<file path="config.mk">
export PLATFORM = sky130hd
export DESIGN_NAME = mc_control_unit
export DESIGN_NICKNAME = d
export VERILOG_FILES = /design/src/rtl/mc_control_unit_pkg.sv /design/src/rtl/mc_control_unit_alu_decoder.sv /design/src/rtl/mc_control_unit.sv
export SDC_FILE = /design/constraint.sdc
export NUM_CORES = 1
export LEC_CHECK = 0
export CAP_MARGIN = 30
export CORE_ASPECT_RATIO = 0.7
export CORE_MARGIN = 4
export CORE_UTILIZATION = 30
export DETAILED_ROUTE_END_ITERATION = 12
export PLACE_DENSITY_LB_ADDON = 0.3
export SETUP_SLACK_MARGIN = 0.3
export SLEW_MARGIN = 30
export SYNTH_ARGS = -nofsm -noshare
export SYNTH_HDL_FRONTEND = slang
export SYNTH_HIERARCHICAL = 1
export SYNTH_SLANG_ARGS = --single-unit
</file>
<file path="constraint.sdc">
create_clock -name clk -period 1.6 [get_ports clk]
set_input_delay 0.16 -clock clk [delete_from_list [all_inputs] [get_ports clk]]
set_output_delay 0.16 -clock clk [all_outputs]
set_load 0.02 [all_outputs]
</file>
<file path="src/rtl/mc_control_unit_pkg.sv">
// Shared definitions for the RV32I multicycle control unit: FSM states,
// opcode constants, and the select/operation codes that the controller
// drives into the datapath.
package riscv_mc_pkg;

  typedef enum logic [3:0] {
    FETCH    = 4'd0,
    DECODE   = 4'd1,
    MEMADR   = 4'd2,
    MEMREAD  = 4'd3,
    MEMWB    = 4'd4,
    MEMWRITE = 4'd5,
    EXECR    = 4'd6,
    EXECI    = 4'd7,
    ALUWB    = 4'd8,
    BRANCH   = 4'd9,
    JAL      = 4'd10,
    JALR     = 4'd11,
    LUI      = 4'd12
  } state_t;

  localparam logic [6:0] OP_LW    = 7'b0000011;
  localparam logic [6:0] OP_SW    = 7'b0100011;
  localparam logic [6:0] OP_R     = 7'b0110011;
  localparam logic [6:0] OP_I     = 7'b0010011;
  localparam logic [6:0] OP_BR    = 7'b1100011;
  localparam logic [6:0] OP_JAL   = 7'b1101111;
  localparam logic [6:0] OP_JALR  = 7'b1100111;
  localparam logic [6:0] OP_LUI   = 7'b0110111;
  localparam logic [6:0] OP_AUIPC = 7'b0010111;

  localparam logic [2:0] ALU_ADD = 3'b000;
  localparam logic [2:0] ALU_SUB = 3'b001;
  localparam logic [2:0] ALU_AND = 3'b010;
  localparam logic [2:0] ALU_OR  = 3'b011;
  localparam logic [2:0] ALU_XOR = 3'b100;
  localparam logic [2:0] ALU_SLT = 3'b101;
  localparam logic [2:0] ALU_SLL = 3'b110;
  localparam logic [2:0] ALU_SRL = 3'b111;

  localparam logic [2:0] IMM_I = 3'b000;
  localparam logic [2:0] IMM_S = 3'b001;
  localparam logic [2:0] IMM_B = 3'b010;
  localparam logic [2:0] IMM_J = 3'b011;
  localparam logic [2:0] IMM_U = 3'b100;

  localparam logic [1:0] SRCA_PC    = 2'b00;
  localparam logic [1:0] SRCA_OLDPC = 2'b01;
  localparam logic [1:0] SRCA_RS1   = 2'b10;

  localparam logic [1:0] SRCB_RS2  = 2'b00;
  localparam logic [1:0] SRCB_IMM  = 2'b01;
  localparam logic [1:0] SRCB_FOUR = 2'b10;

  localparam logic [1:0] RES_ALUOUT    = 2'b00;
  localparam logic [1:0] RES_DATA      = 2'b01;
  localparam logic [1:0] RES_ALURESULT = 2'b10;
  localparam logic [1:0] RES_IMM       = 2'b11;

  // Immediate format from opcode; unsupported opcodes fall back to I.
  function automatic logic [2:0] imm_sel(input logic [6:0] op);
    case (op)
      OP_LW, OP_JALR, OP_I: imm_sel = IMM_I;
      OP_SW:                imm_sel = IMM_S;
      OP_BR:                imm_sel = IMM_B;
      OP_JAL:               imm_sel = IMM_J;
      OP_LUI, OP_AUIPC:     imm_sel = IMM_U;
      default:              imm_sel = IMM_I;
    endcase
  endfunction

  function automatic logic op_supported(input logic [6:0] op);
    case (op)
      OP_LW, OP_SW, OP_R, OP_I, OP_BR,
      OP_JAL, OP_JALR, OP_LUI, OP_AUIPC: op_supported = 1'b1;
      default:                           op_supported = 1'b0;
    endcase
  endfunction

endpackage

</file>
<file path="src/rtl/mc_control_unit_alu_decoder.sv">
// ALU operation decode for register-register and register-immediate ops.
//   is_r        in  1  instruction is R-type (enables sub via funct7_5)
//   funct3      in  3  Instr[14:12]
//   funct7_5    in  1  Instr[30]
//   alu_control out 3  ALU operation code
module alu_decoder
  import riscv_mc_pkg::*;
(
  input  logic       is_r,
  input  logic [2:0] funct3,
  input  logic       funct7_5,
  output logic [2:0] alu_control
);

  always_comb begin
    alu_control = ALU_ADD;
    case (funct3)
      3'b000:  alu_control = (is_r && funct7_5) ? ALU_SUB : ALU_ADD;
      3'b111:  alu_control = ALU_AND;
      3'b110:  alu_control = ALU_OR;
      3'b100:  alu_control = ALU_XOR;
      3'b010:  alu_control = ALU_SLT;
      3'b001:  alu_control = ALU_SLL;
      // Both right-shift forms map to the logical shift.
      3'b101:  alu_control = ALU_SRL;
      default: alu_control = ALU_ADD;
    endcase
  end

endmodule

</file>
<file path="src/rtl/mc_control_unit.sv">
// Multicycle sequencer for the RV32I datapath with a shared instruction/data
// memory. A Moore FSM walks each instruction through fetch, decode, execute,
// memory and writeback, driving the datapath enables and mux selects.
//   clk, rst      clock, asynchronous active-high reset
//   op, funct3, funct7_5, zero   instruction fields from IR and ALU zero flag
//   pc_write, ir_write, mem_write, reg_write   write enables
//   adr_src, result_src, alu_srcA, alu_srcB    datapath mux selects
//   alu_control, imm_src                       ALU op and immediate format
//   retire        last cycle of every instruction
//   illegal       unsupported opcode seen in DECODE
module mc_control_unit
  import riscv_mc_pkg::*;
(
  input  logic       clk,
  input  logic       rst,
  input  logic [6:0] op,
  input  logic [2:0] funct3,
  input  logic       funct7_5,
  input  logic       zero,
  output logic       pc_write,
  output logic       ir_write,
  output logic       adr_src,
  output logic       mem_write,
  output logic       reg_write,
  output logic [1:0] result_src,
  output logic [1:0] alu_srcA,
  output logic [1:0] alu_srcB,
  output logic [2:0] alu_control,
  output logic [2:0] imm_src,
  output logic       retire,
  output logic       illegal
);

  state_t     state, next_state;
  logic [2:0] alu_dec;
  logic       pc_write_c, ir_write_c, mem_write_c, reg_write_c, illegal_c;

  alu_decoder u_alu_decoder (
    .is_r       (op == OP_R),
    .funct3     (funct3),
    .funct7_5   (funct7_5),
    .alu_control(alu_dec)
  );

  always_ff @(posedge clk or posedge rst) begin
    if (rst) state <= FETCH;
    else     state <= next_state;
  end

  always_comb begin
    next_state = FETCH;
    case (state)
      FETCH:  next_state = DECODE;
      DECODE: begin
        case (op)
          OP_LW, OP_SW: next_state = MEMADR;
          OP_R:         next_state = EXECR;
          OP_I:         next_state = EXECI;
          OP_BR:        next_state = BRANCH;
          OP_JAL:       next_state = JAL;
          OP_JALR:      next_state = JALR;
          OP_LUI:       next_state = LUI;
          OP_AUIPC:     next_state = ALUWB;
          default:      next_state = FETCH;
        endcase
      end
      MEMADR:   next_state = (op == OP_LW) ? MEMREAD : MEMWRITE;
      MEMREAD:  next_state = MEMWB;
      EXECR:    next_state = ALUWB;
      EXECI:    next_state = ALUWB;
      JAL:      next_state = ALUWB;
      JALR:     next_state = JAL;
      default:  next_state = FETCH;
    endcase
  end

  always_comb begin
    pc_write_c  = 1'b0;
    ir_write_c  = 1'b0;
    mem_write_c = 1'b0;
    reg_write_c = 1'b0;
    illegal_c   = 1'b0;
    adr_src     = 1'b0;
    result_src  = RES_ALUOUT;
    alu_srcA    = SRCA_PC;
    alu_srcB    = SRCB_RS2;
    alu_control = ALU_ADD;
    case (state)
      FETCH: begin
        ir_write_c = 1'b1;
        pc_write_c = 1'b1;
        alu_srcB   = SRCB_FOUR;
        result_src = RES_ALURESULT;
      end
      DECODE: begin
        alu_srcA  = SRCA_OLDPC;
        alu_srcB  = SRCB_IMM;
        illegal_c = !op_supported(op);
      end
      MEMADR: begin
        alu_srcA = SRCA_RS1;
        alu_srcB = SRCB_IMM;
      end
      MEMREAD: adr_src = 1'b1;
      MEMWB: begin
        result_src  = RES_DATA;
        reg_write_c = 1'b1;
      end
      MEMWRITE: begin
        adr_src     = 1'b1;
        mem_write_c = 1'b1;
      end
      EXECR: begin
        alu_srcA    = SRCA_RS1;
        alu_srcB    = SRCB_RS2;
        alu_control = alu_dec;
      end
      EXECI: begin
        alu_srcA    = SRCA_RS1;
        alu_srcB    = SRCB_IMM;
        alu_control = alu_dec;
      end
      ALUWB: reg_write_c = 1'b1;
      BRANCH: begin
        alu_srcA    = SRCA_RS1;
        alu_srcB    = SRCB_RS2;
        alu_control = ALU_SUB;
        pc_write_c  = ((funct3 == 3'b000) && zero) || ((funct3 == 3'b001) && !zero);
      end
      // PC loads the target held in ALUOut while the ALU forms OldPC+4
      // for the link writeback that follows in ALUWB.
      JAL: begin
        alu_srcA   = SRCA_OLDPC;
        alu_srcB   = SRCB_FOUR;
        pc_write_c = 1'b1;
      end
      JALR: begin
        alu_srcA = SRCA_RS1;
        alu_srcB = SRCB_IMM;
      end
      LUI: begin
        result_src  = RES_IMM;
        reg_write_c = 1'b1;
      end
      default: ;
    endcase
  end

  assign imm_src = imm_sel(op);

  // Reset suppresses every side effect immediately, independent of the clock.
  assign pc_write  = pc_write_c  && !rst;
  assign ir_write  = ir_write_c  && !rst;
  assign mem_write = mem_write_c && !rst;
  assign reg_write = reg_write_c && !rst;
  assign illegal   = illegal_c   && !rst;
  assign retire    = (state != FETCH) && (next_state == FETCH) && !rst;

endmodule

</file>
==> impl_metrics.env <==
export IMPL_power_leakage_nw=0.7916
export IMPL_nets=190
export IMPL_num_rows=14
export IMPL_max_freq_ghz=0.5298
export IMPL_initialDrtViolationCount=95
export IMPL_fin_crit_ps=1888
export IMPL_syn_area_um2=688.2
export IMPL_io_buffer_count=32
export IMPL_synthesis_nets=108
export IMPL_seqPwrFrac_pct=7.9
export IMPL_htree_levels=1
export IMPL_tightest_slew_ps=365.6
export IMPL_violations="negative setup slack"
export IMPL_ys_flop_type="dfrtp_1"
export IMPL_n_fill_cell=116
export IMPL_synthArstFlopShare_pct=100.0
export IMPL_max_cap_violations=0
export IMPL_place_area_mm2=0.001385
export IMPL_die_w_um=65.25
export IMPL_gp_congestion=0.8796
export IMPL_switching_share_pct=42.71
export IMPL_vias_per_cell=5.681
export IMPL_place_hpwl_um=2245
export IMPL_final_max_slew_violation_count=0
export IMPL_cts_buffers=3
export IMPL_min_path_type="in2async"
export IMPL_p_per_area_mw_per_mm2=957.1
export IMPL_track_usage_pct=25.09
export IMPL_grt_first_pass_wirelength_um=5754
export IMPL_syn_area_per_cell_um2=7.321
export IMPL_largest_registers="state: 4 flops"
export IMPL_vdd_ir_drop_max_v=0.0007115
export IMPL_max_slew_margin_pct=75.63
export IMPL_critPathKind="reg2out"
export IMPL_p_clk_share_pct=7.7
export IMPL_cts_buffer_depth=2
export IMPL_synth_edf_count=0
export IMPL_clkLatencyLatePin_ps=240
export IMPL_final_area_mm2=0.001844
export IMPL_p_int_mw=1.011
export IMPL_core_mm2=0.002172
export IMPL_synth_area_leaders="dfrtp_1 15%, nor2_1 6.5%, and3_1 6.4%"
export IMPL_run_status="finished, violations left"
export IMPL_syn2layout_area_growth_pct=168.0
export IMPL_clkTransAtPathRegs_ps=40
export IMPL_ios=33
export IMPL_synth_cell_types=43
export IMPL_crit_arrival_ps=1730
export IMPL_syn_inst=94
export IMPL_crit_fanout=3
export IMPL_setup_viol=12
export IMPL_grt_setup_unrepaired="true"
export IMPL_num_vias=1176
export IMPL_insertedDiodeCount=0
export IMPL_finalPower_mw=1.765
export IMPL_start_kind="register"
export IMPL_synth_top_area_share_pct=14.55
export IMPL_initial_core_util_pct=31.68
export IMPL_wl_per_cell_um=21.32
export IMPL_drive_gt1_share_pct=72.57
export IMPL_overflow=0
export IMPL_ys_seq_area_share_pct=14.55
export IMPL_cts_tree="yes"
export IMPL_dieArea_mm2=0.003136
export IMPL_hold_violations=0
export IMPL_largest_reg_flops=4
export IMPL_final_setup_skew_ps=9.434
export IMPL_combPwrFrac_pct=84.4
export IMPL_drt_total_wl_um=4414
export IMPL_yosysWarnings=6
export IMPL_die_h_um=48.07
export IMPL_critPathRequiredTime_ps=1440
export IMPL_whs_ps=343.3
export IMPL_fin_util_pct=84.91
export IMPL_ant_nets=0
export IMPL_grt_pass1_vias=1144
export IMPL_period_share_pct=118.0
export IMPL_cts_hold_buffers=0
export IMPL_synth_seq_cells=4
export IMPL_dp_cells=187
export IMPL_cts_root_buf="clkbuf_4"
export IMPL_fin_ws_ps=-287.6
export IMPL_regMostFlops="state"
export IMPL_fin_cells=207
export IMPL_first_pass_iters=4
export IMPL_yosysTopAreaCell="dfrtp_1"
export IMPL_p_sw_mw=0.7539
export IMPL_crit_path_end_kind="primary output"
export IMPL_grt_max_degree=14
export IMPL_drc=0
export IMPL_clock_sinks=4
export IMPL_antenna_found_initial=0
path summary, 6_finish.rpt:
check                                   startpoint                 end  slack [ps]  cells past startpoint
min in group clk                             op[3]  state[2]$_DFF_PP0_         420                      4
max in group asynchronous                      rst  state[1]$_DFF_PP0_        1100                      3
worst min-delay path                           rst  state[0]$_DFF_PP0_         340                      3
worst max-delay path            state[0]$_DFF_PP0_              retire        -290                      4
worst max register to register  state[0]$_DFF_PP0_  state[1]$_DFF_PP0_         -20                      4
worst min register to register  state[3]$_DFF_PP0_  state[2]$_DFF_PP0_         720                      2
stage by stage:
stage,setup TNS (ps),setup slack [ps]
floorplan,0,99.53
global placement,-6492,-800.9
detailed placement,-7068,-822.9
CTS,-755.6,-288.3
global route,-2020,-357.1
finish,-1537,-287.6
power groups by stage:
stage / logic (mW) / clock network [mW] / registers [mW]
finish: 1.49 / 0.136 / 0.139
global route: 1.54 / 0.150 / 0.140
CTS: 1.13 / 0.143 / 0.148
detailed placement: 0.955 / 0 / 0.151
global placement: 0.939 / 0 / 0.150
floorplan: 0.459 / 0 / 0.147
synth_stat cells, drive strengths merged, types with 3 or more instances:
master   number
buf           3
a21oi         3
nand2b        5
and3          7
dfrtp         4
a2111oi       3
nor2         12
nand3         4
nor3          5
inv           3
nand2         4
nor2b         5
clkbuf        3
cells in the final DEF, fill, tap and decap left out, drive strengths merged, types with 3 or more instances in the layout:
cell / instances
buf: 73
nor2: 12
and3: 7
nor3: 5
nand2b: 5
nor2b: 5
clkbuf: 5
nand2: 4
dfrtp: 4
nand3: 4
a21oi: 3
inv: 3
a2111oi: 3
dlygate4sd2: 3
clkdlybuf4s15: 3
clkdlybuf4s50: 3
cell type report:
type	instances	area, um2	share of cell area [%]
clock buffer	4	26.28	1.425
sequential	4	103.9	5.631
inverter	3	11.26	0.6106
timing repair buffer	83	808.3	43.83
multi-input combinational	81	854.6	46.34
tap	32	40.04	2.171
critical path, cell delays in order (launching register included):
cell and delay, ps:
dfrtp_2 410, or3_4 370, a2111oi_4 450, nor4_4 90, buf_4 170
cell families after synthesis:
logic type                count (synthesis)  synth area share [%]
and+or+nand+nor                          55                 46.36
AOI/OAI and AO/OA                        20                 24.55
buffers and inverters                     9                 6.180
xor gates and xnor gates                  4                 5.092
DFF                                       4                 14.55
muxes                                     2                 3.272
what timing repair did:
| item | in CTS | in global routing |
|---|---|---|
| endpoints found under the hold margin | 0 | 0 |
| cloned | 1 | 0 |
| resized for setup | 174 | 29 |
| setup endpoints to repair | 21 | 21 |
| setup buffers | 9 | 6 |
| pin swaps | 17 | 6 |
per-layer routing:
| layer | part of all wire, % | wire [um] | track usage, % | up-vias |
|---|---|---|---|---|
| met5 | 0 | 0 | 0 | - |
| met4 | 3.4 | 148 | 11.98 | 0 |
| met3 | 7.1 | 315 | 3.052 | 13 |
| met2 | 49 | 2141 | 46.48 | 76 |
| met1 | 41 | 1808 | 29.97 | 572 |
| li1 | - | - | - | 515 |
(Power assumes the default switching activity.)
